===== config.mk =====
export PLATFORM = sky130hd
export DESIGN_NAME = regfile_ctrl
export DESIGN_NICKNAME = d
export VERILOG_FILES = /design/src/rtl/regfile_ctrl.sv
export SDC_FILE = /design/constraint.sdc
export NUM_CORES = 1
export LEC_CHECK = 0
export BUFFER_PORTS_ARGS = -buffer_cell sky130_fd_sc_hd__buf_2
export CAP_MARGIN = 20
export CORE_MARGIN = 2
export CORE_UTILIZATION = 36
export CTS_CLUSTER_DIAMETER = 50
export CTS_CLUSTER_SIZE = 12
export DETAILED_ROUTE_END_ITERATION = 6
export PLACE_DENSITY = 0.73
export SYNTH_ARGS = -nofsm -noshare
export SYNTH_HDL_FRONTEND = slang
export SYNTH_SLANG_ARGS = --single-unit

===== constraint.sdc =====
create_clock -name clk -period 1.2 [get_ports clk]
set_input_delay 0.18 -clock clk [delete_from_list [all_inputs] [get_ports clk]]
set_output_delay 0.18 -clock clk [all_outputs]
set_load 0.03 [all_outputs]

===== src/rtl/regfile_ctrl.sv =====
// regfile_ctrl: write-port controller for the picoMIPS 8-entry register file.
// After reset it sweeps all registers to zero, then arbitrates the single
// write port between core writeback and a host loader, and steers the shared
// address-1 lines between write and read use.

module regfile_ctrl #(
    parameter int n      = 8,
    parameter int STARVE = 4
) (
    input  logic         clk,
    input  logic         reset,
    input  logic         core_we,
    input  logic [2:0]   core_waddr,
    input  logic [n-1:0] core_wdata,
    input  logic [2:0]   core_raddr1,
    output logic         core_stall,
    input  logic         host_req,
    input  logic [2:0]   host_waddr,
    input  logic [n-1:0] host_wdata,
    output logic         host_ack,
    output logic         init_busy,
    output logic         rf_write,
    output logic [2:0]   rf_addr1,
    output logic [n-1:0] rf_wdata
);

    typedef enum logic {
        INIT = 1'b0,
        RUN  = 1'b1
    } state_t;

    localparam logic [3:0] STARVE_LIM = 4'(STARVE);
    localparam logic [2:0] LAST_REG   = 3'd7;
    localparam logic [3:0] SCNT_MAX   = 4'hF;

    state_t     state;
    state_t     state_nxt;
    logic [2:0] icnt;
    logic [2:0] icnt_nxt;
    logic [3:0] scnt;
    logic [3:0] scnt_nxt;

    logic       run_active;
    logic       host_win;
    logic       core_win;

    // State, sweep counter and starvation counter registers with synchronous reset
    always_ff @(posedge clk) begin
        if (reset) begin
            state <= INIT;
            icnt  <= 3'd0;
            scnt  <= 4'd0;
        end else begin
            state <= state_nxt;
            icnt  <= icnt_nxt;
            scnt  <= scnt_nxt;
        end
    end

    // Grant decode: host wins when core is idle or the host has starved long enough
    always_comb begin
        run_active = (state == RUN) && !reset;
        host_win   = run_active && host_req && (!core_we || (scnt >= STARVE_LIM));
        core_win   = run_active && core_we && !host_win;
    end

    // Next-state logic for the sweep and the starvation counter
    always_comb begin
        state_nxt = state;
        icnt_nxt  = icnt;
        scnt_nxt  = scnt;
        case (state)
            INIT: begin
                icnt_nxt = icnt + 3'd1;
                scnt_nxt = 4'd0;
                if (icnt == LAST_REG) begin
                    state_nxt = RUN;
                end
            end
            RUN: begin
                if (!host_req || host_win) begin
                    scnt_nxt = 4'd0;
                end else if (core_win && (scnt != SCNT_MAX)) begin
                    scnt_nxt = scnt + 4'd1;
                end
            end
            default: begin
                state_nxt = INIT;
                icnt_nxt  = 3'd0;
                scnt_nxt  = 4'd0;
            end
        endcase
    end

    // Output steering; reset forces the sweep outputs so no ack can escape a reset cycle
    always_comb begin
        init_busy  = 1'b0;
        core_stall = 1'b0;
        host_ack   = 1'b0;
        rf_write   = 1'b0;
        rf_addr1   = core_raddr1;
        rf_wdata   = core_wdata;
        if (reset || (state == INIT)) begin
            init_busy  = 1'b1;
            core_stall = 1'b1;
            rf_write   = 1'b1;
            rf_addr1   = reset ? 3'd0 : icnt;
            rf_wdata   = '0;
        end else if (host_win) begin
            host_ack   = 1'b1;
            core_stall = core_we;
            rf_write   = (host_waddr != 3'd0);
            rf_addr1   = host_waddr;
            rf_wdata   = host_wdata;
        end else if (core_win) begin
            rf_write   = (core_waddr != 3'd0);
            rf_addr1   = core_waddr;
            rf_wdata   = core_wdata;
        end
    end

endmodule


==> results summary <==
The number of sinks handled by clock tree synthesis is 8. The parity-gate share of the synthesized area counting xor and xnor cells is 1.33%. The number of CTS-inserted buffers is 3. Summing every instance area after synthesis gives 658 um2. The worst setup path is captured at a primary output.

From synthesis to final layout, the design area changed by 103%. The net switching power came out at 0.209 mW. The die outline area came out at 0.00219 mm2. The clock latency on the worst-skew pair came out at 0.26 ns.

By count the netlist is led by sky130_fd_sc_hd__mux2i_1 (11), sky130_fd_sc_hd__dfxtp_1 (8), sky130_fd_sc_hd__nand2_1 (8). The count of buffers from port buffering came out at 43. The share of synthesized area in the top cell type comes to about a quarter.

The type of origin of the critical path is a register. The worst ir drop on vdd is 0.502 mV. The sequential share of the synthesized area came out at around 24%. The worst slack after detailed placement is -0.279 ns. The number of global-route vias before repair was 770.

The aggregate global-route resource usage is approximately 21%. The total count of max-transition violations in the final report came to 0. 0 antenna diodes ended up in the layout. TritonCTS built the clock tree.

Dividing the detail-routed wire length by the instance count gives approximately 13 um. In the post-synthesis netlist, the cell with the most instances is sky130_fd_sc_hd__mux2i_1. The die is 46.8 um tall. The worst clock skew on the final layout is 0.000488 ns. The total wire length is 2120 um. The sum of internal, switching and leakage power is 0.717 mW. The CTS H-tree depth came out at 1. The die width is 46.8 um. The synthesized instance count is slightly above 80.

The hold violation total from the final report came out at 0. The clock transition at the registers of the reported paths is about 0.050 ns. Of all flip-flops after synthesis, the portion carrying an async set or reset was 0%.

The number of antenna violations at the first check in global routing is 0. The starting density of the core came out at 38.1%. The largest total area in the synthesized netlist belongs to sky130_fd_sc_hd__dfxtp_1.

The largest net degree at the start of global routing came out at 8. In this run the remaining antenna-violating nets after routing total 0. The area fraction in compound gates after synthesis came out at 13.1%. The maximum buffer depth of the clock tree came out at 2.

The adder-cell share of the synthesized area is 5.70%. The final layout net count is 178. The multiplexer fraction of the synthesized cell area came out at 16.7%. The iteration-0 DRC count of the detailed router came out at 1. The part of the power in registers is 39.5%. The root cell of the clock tree is sky130_fd_sc_hd__clkbuf_4. Once detailed placement completed, the half-perimeter wirelength came to between 1500 and 2000 um. The total power density per cell area is 537 mW/mm2. The number of library cell types mapped by synthesis is 28.

Along the worst path, the maximum fanout reaches 4. After floorplanning, the core was divided into 15 placement rows. The synthesized netlist net count came out at 113.

The combinational family with the most area after synthesis is simple AND/OR/NAND/NOR gates. The post-synthesis simple-gate area fraction came out at 29.7%. The run finished, with violations left.

The number of design rule violations left after detail routing is 0. The total of max-cap violations came out at 0. The part of the cycle the worst path needs is 140%. The fraction of power spent switching nets is 29.1%. The achievable clock frequency is 0.597 GHz. The total congestion overflow after global routing came out at 0. The worst setup path is of the register to primary output kind. The transition at the pin with the smallest max-transition slack came out at 0.649 ns.

The area of all placed cells without fillers came out at 0.00134 mm2. Setup repair after global routing could not meet its margin everywhere. Routability-driven placement finished with a final weighted congestion of 0.708.

The number of vias in the routed layout is 817. The fraction of power consumed by combinational cells came out at 31.8%. The final critical-path required period is 1.67 ns. The post-placement cell area is roughly 0.0011 mm2. The first global-routing pass estimated 3170 um of wire. The required arrival time at the worst endpoint is 1.02 ns.

The length of the first detailed-routing pass in iterations is 2. The worst-case headroom to the max-slew limit came out at between 50% and 60%. The reg-to-reg setup timing slack came out at -0.08 ns.

The synthesized flop and latch total is 8. Averaged over all synthesized cells, the footprint is 8.13 um2. Data arrives at the worst endpoint at 1.49 ns.

The smallest setup slack after layout came out at -0.475 ns. The number of setup violations in the final report came out at 18. The synthesis warning total is 0. The most used flip-flop cell after synthesis is sky130_fd_sc_hd__dfxtp_1. The count of flip-flops with a built-in enable after synthesis came out at 0. The number of top-level pins is 44.

The via density per instance is 4.83. By area the synthesized netlist is led by sky130_fd_sc_hd__dfxtp_1 (24%), sky130_fd_sc_hd__mux2i_1 (17%), sky130_fd_sc_hd__ha_1 (5.7%). The standby leakage power is 0.622 nW. The design internal power is 0.508 mW.

The total area inside the core boundary comes to 0.00173 mm2. The total of hold buffers inserted after clock tree synthesis came out at 0. The class of the tightest hold or removal check is primary input to register. The checks that failed: setup timing. The share of post-route cells with drive strength above 1 is between 60% and 70%. Of the total power, the clock network draws 28.7%.
## layer usage
layer	track usage (%)	wire length (um)
met5	0	0
met4	10.0	65
met3	3.08	120
met1	21.9	830
met2	39.2	1110
## cells by family (layout without fill, tap and decap cells)
group | after synthesis | in the layout
adder cells (fa/ha/maj) | 3 | 3
multiplexers | 11 | 11
AND/OR/NAND/NOR | 33 | 33
other | 1 | 1
XOR/XNOR | 1 | 1
buffers and inverters | 12 | 75
flip-flops | 8 | 8
AO/OA/AOI/OAI | 12 | 12
## flip-flops by register name, summed over array words and instances (netlist names)
register	cells
state	1
scnt	4
icnt	3
## worst max-delay path, stage by stage (launching register included)
cell,delay [ns]
sky130_fd_sc_hd__dfxtp_2,0.34
sky130_fd_sc_hd__or3b_4,0.43
sky130_fd_sc_hd__a211oi_2,0.20
sky130_fd_sc_hd__a211o_1,0.14
sky130_fd_sc_hd__buf_6,0.13
## metrics by stage
| stage | hold WS [ns] | TNS (ns) | utilization [%] | instances |
|---|---|---|---|---|
| after CTS | 0.305 | -6.17 | 73.6 | 168 |
| after global placement | 0.408 | -2.97 | 65.4 | 164 |
| final | 0.327 | -6.16 | 77.3 | 169 |
| after detailed placement | 0.423 | -2.96 | 65.4 | 164 |
| after floorplan | 0.398 | -4.24 | - | 81 |
| after global routing | 0.342 | -7.30 | 77.3 | 169 |
## power groups by stage
stage / Sequential, mW / Clock, mW / Combinational [mW]
6_report: 0.283 / 0.206 / 0.228
5_1_grt: 0.284 / 0.225 / 0.247
4_1_cts: 0.287 / 0.218 / 0.220
3_5_place_dp: 0.291 / 0 / 0.202
3_3_place_gp: 0.291 / 0 / 0.196
2_1_floorplan: 0.292 / 0 / 0.106
## path summary, 6_finish.rpt
kind	from	cells past startpoint	to
hold / removal	reset	3	icnt[0]$_SDFFE_PP0N_
setup / recovery	scnt[3]$_SDFFE_PP0P_	4	rf_addr1[1]
hold reg to reg	scnt[0]$_SDFFE_PP0P_	1	scnt[0]$_SDFFE_PP0P_
setup reg to reg	state$_SDFF_PP0_	6	scnt[2]$_SDFFE_PP0P_
## final cells by class
| type | instances | area [um2] |
|---|---|---|
| Tap cell | 25 | 31.3 |
| Clock buffer | 3 | 22.5 |
| Multi-Input combinational cell | 61 | 593 |
| Fill cell | 117 | 392 |
| Inverter | 7 | 28.8 |
| Timing Repair Buffer | 65 | 489 |
| Sequential cell | 8 | 170 |
## cell usage in the layout (no fill, tap or decap), types with 3 or more instances in the layout
cell type / Yosys / layout
sky130_fd_sc_hd__buf_2: 3 / 28
sky130_fd_sc_hd__nand2_1: 8 / 8
sky130_fd_sc_hd__o311ai_4: 0 / 3
sky130_fd_sc_hd__mux2i_2: 0 / 6
sky130_fd_sc_hd__mux2i_1: 11 / 5
sky130_fd_sc_hd__nor2_1: 7 / 7
sky130_fd_sc_hd__clkbuf_4: 0 / 3
sky130_fd_sc_hd__buf_4: 0 / 18
sky130_fd_sc_hd__inv_1: 7 / 6
sky130_fd_sc_hd__buf_6: 1 / 19
sky130_fd_sc_hd__dfxtp_1: 8 / 4
## what timing repair did
item | CTS | global route
pin swaps | 8 | 3
buffers inserted | 1 | 1
gates cloned | 1 | 0
gates resized for setup | 38 | 13
endpoints found under the setup margin | 18 | 19
Power figures use the tool's default switching activity.
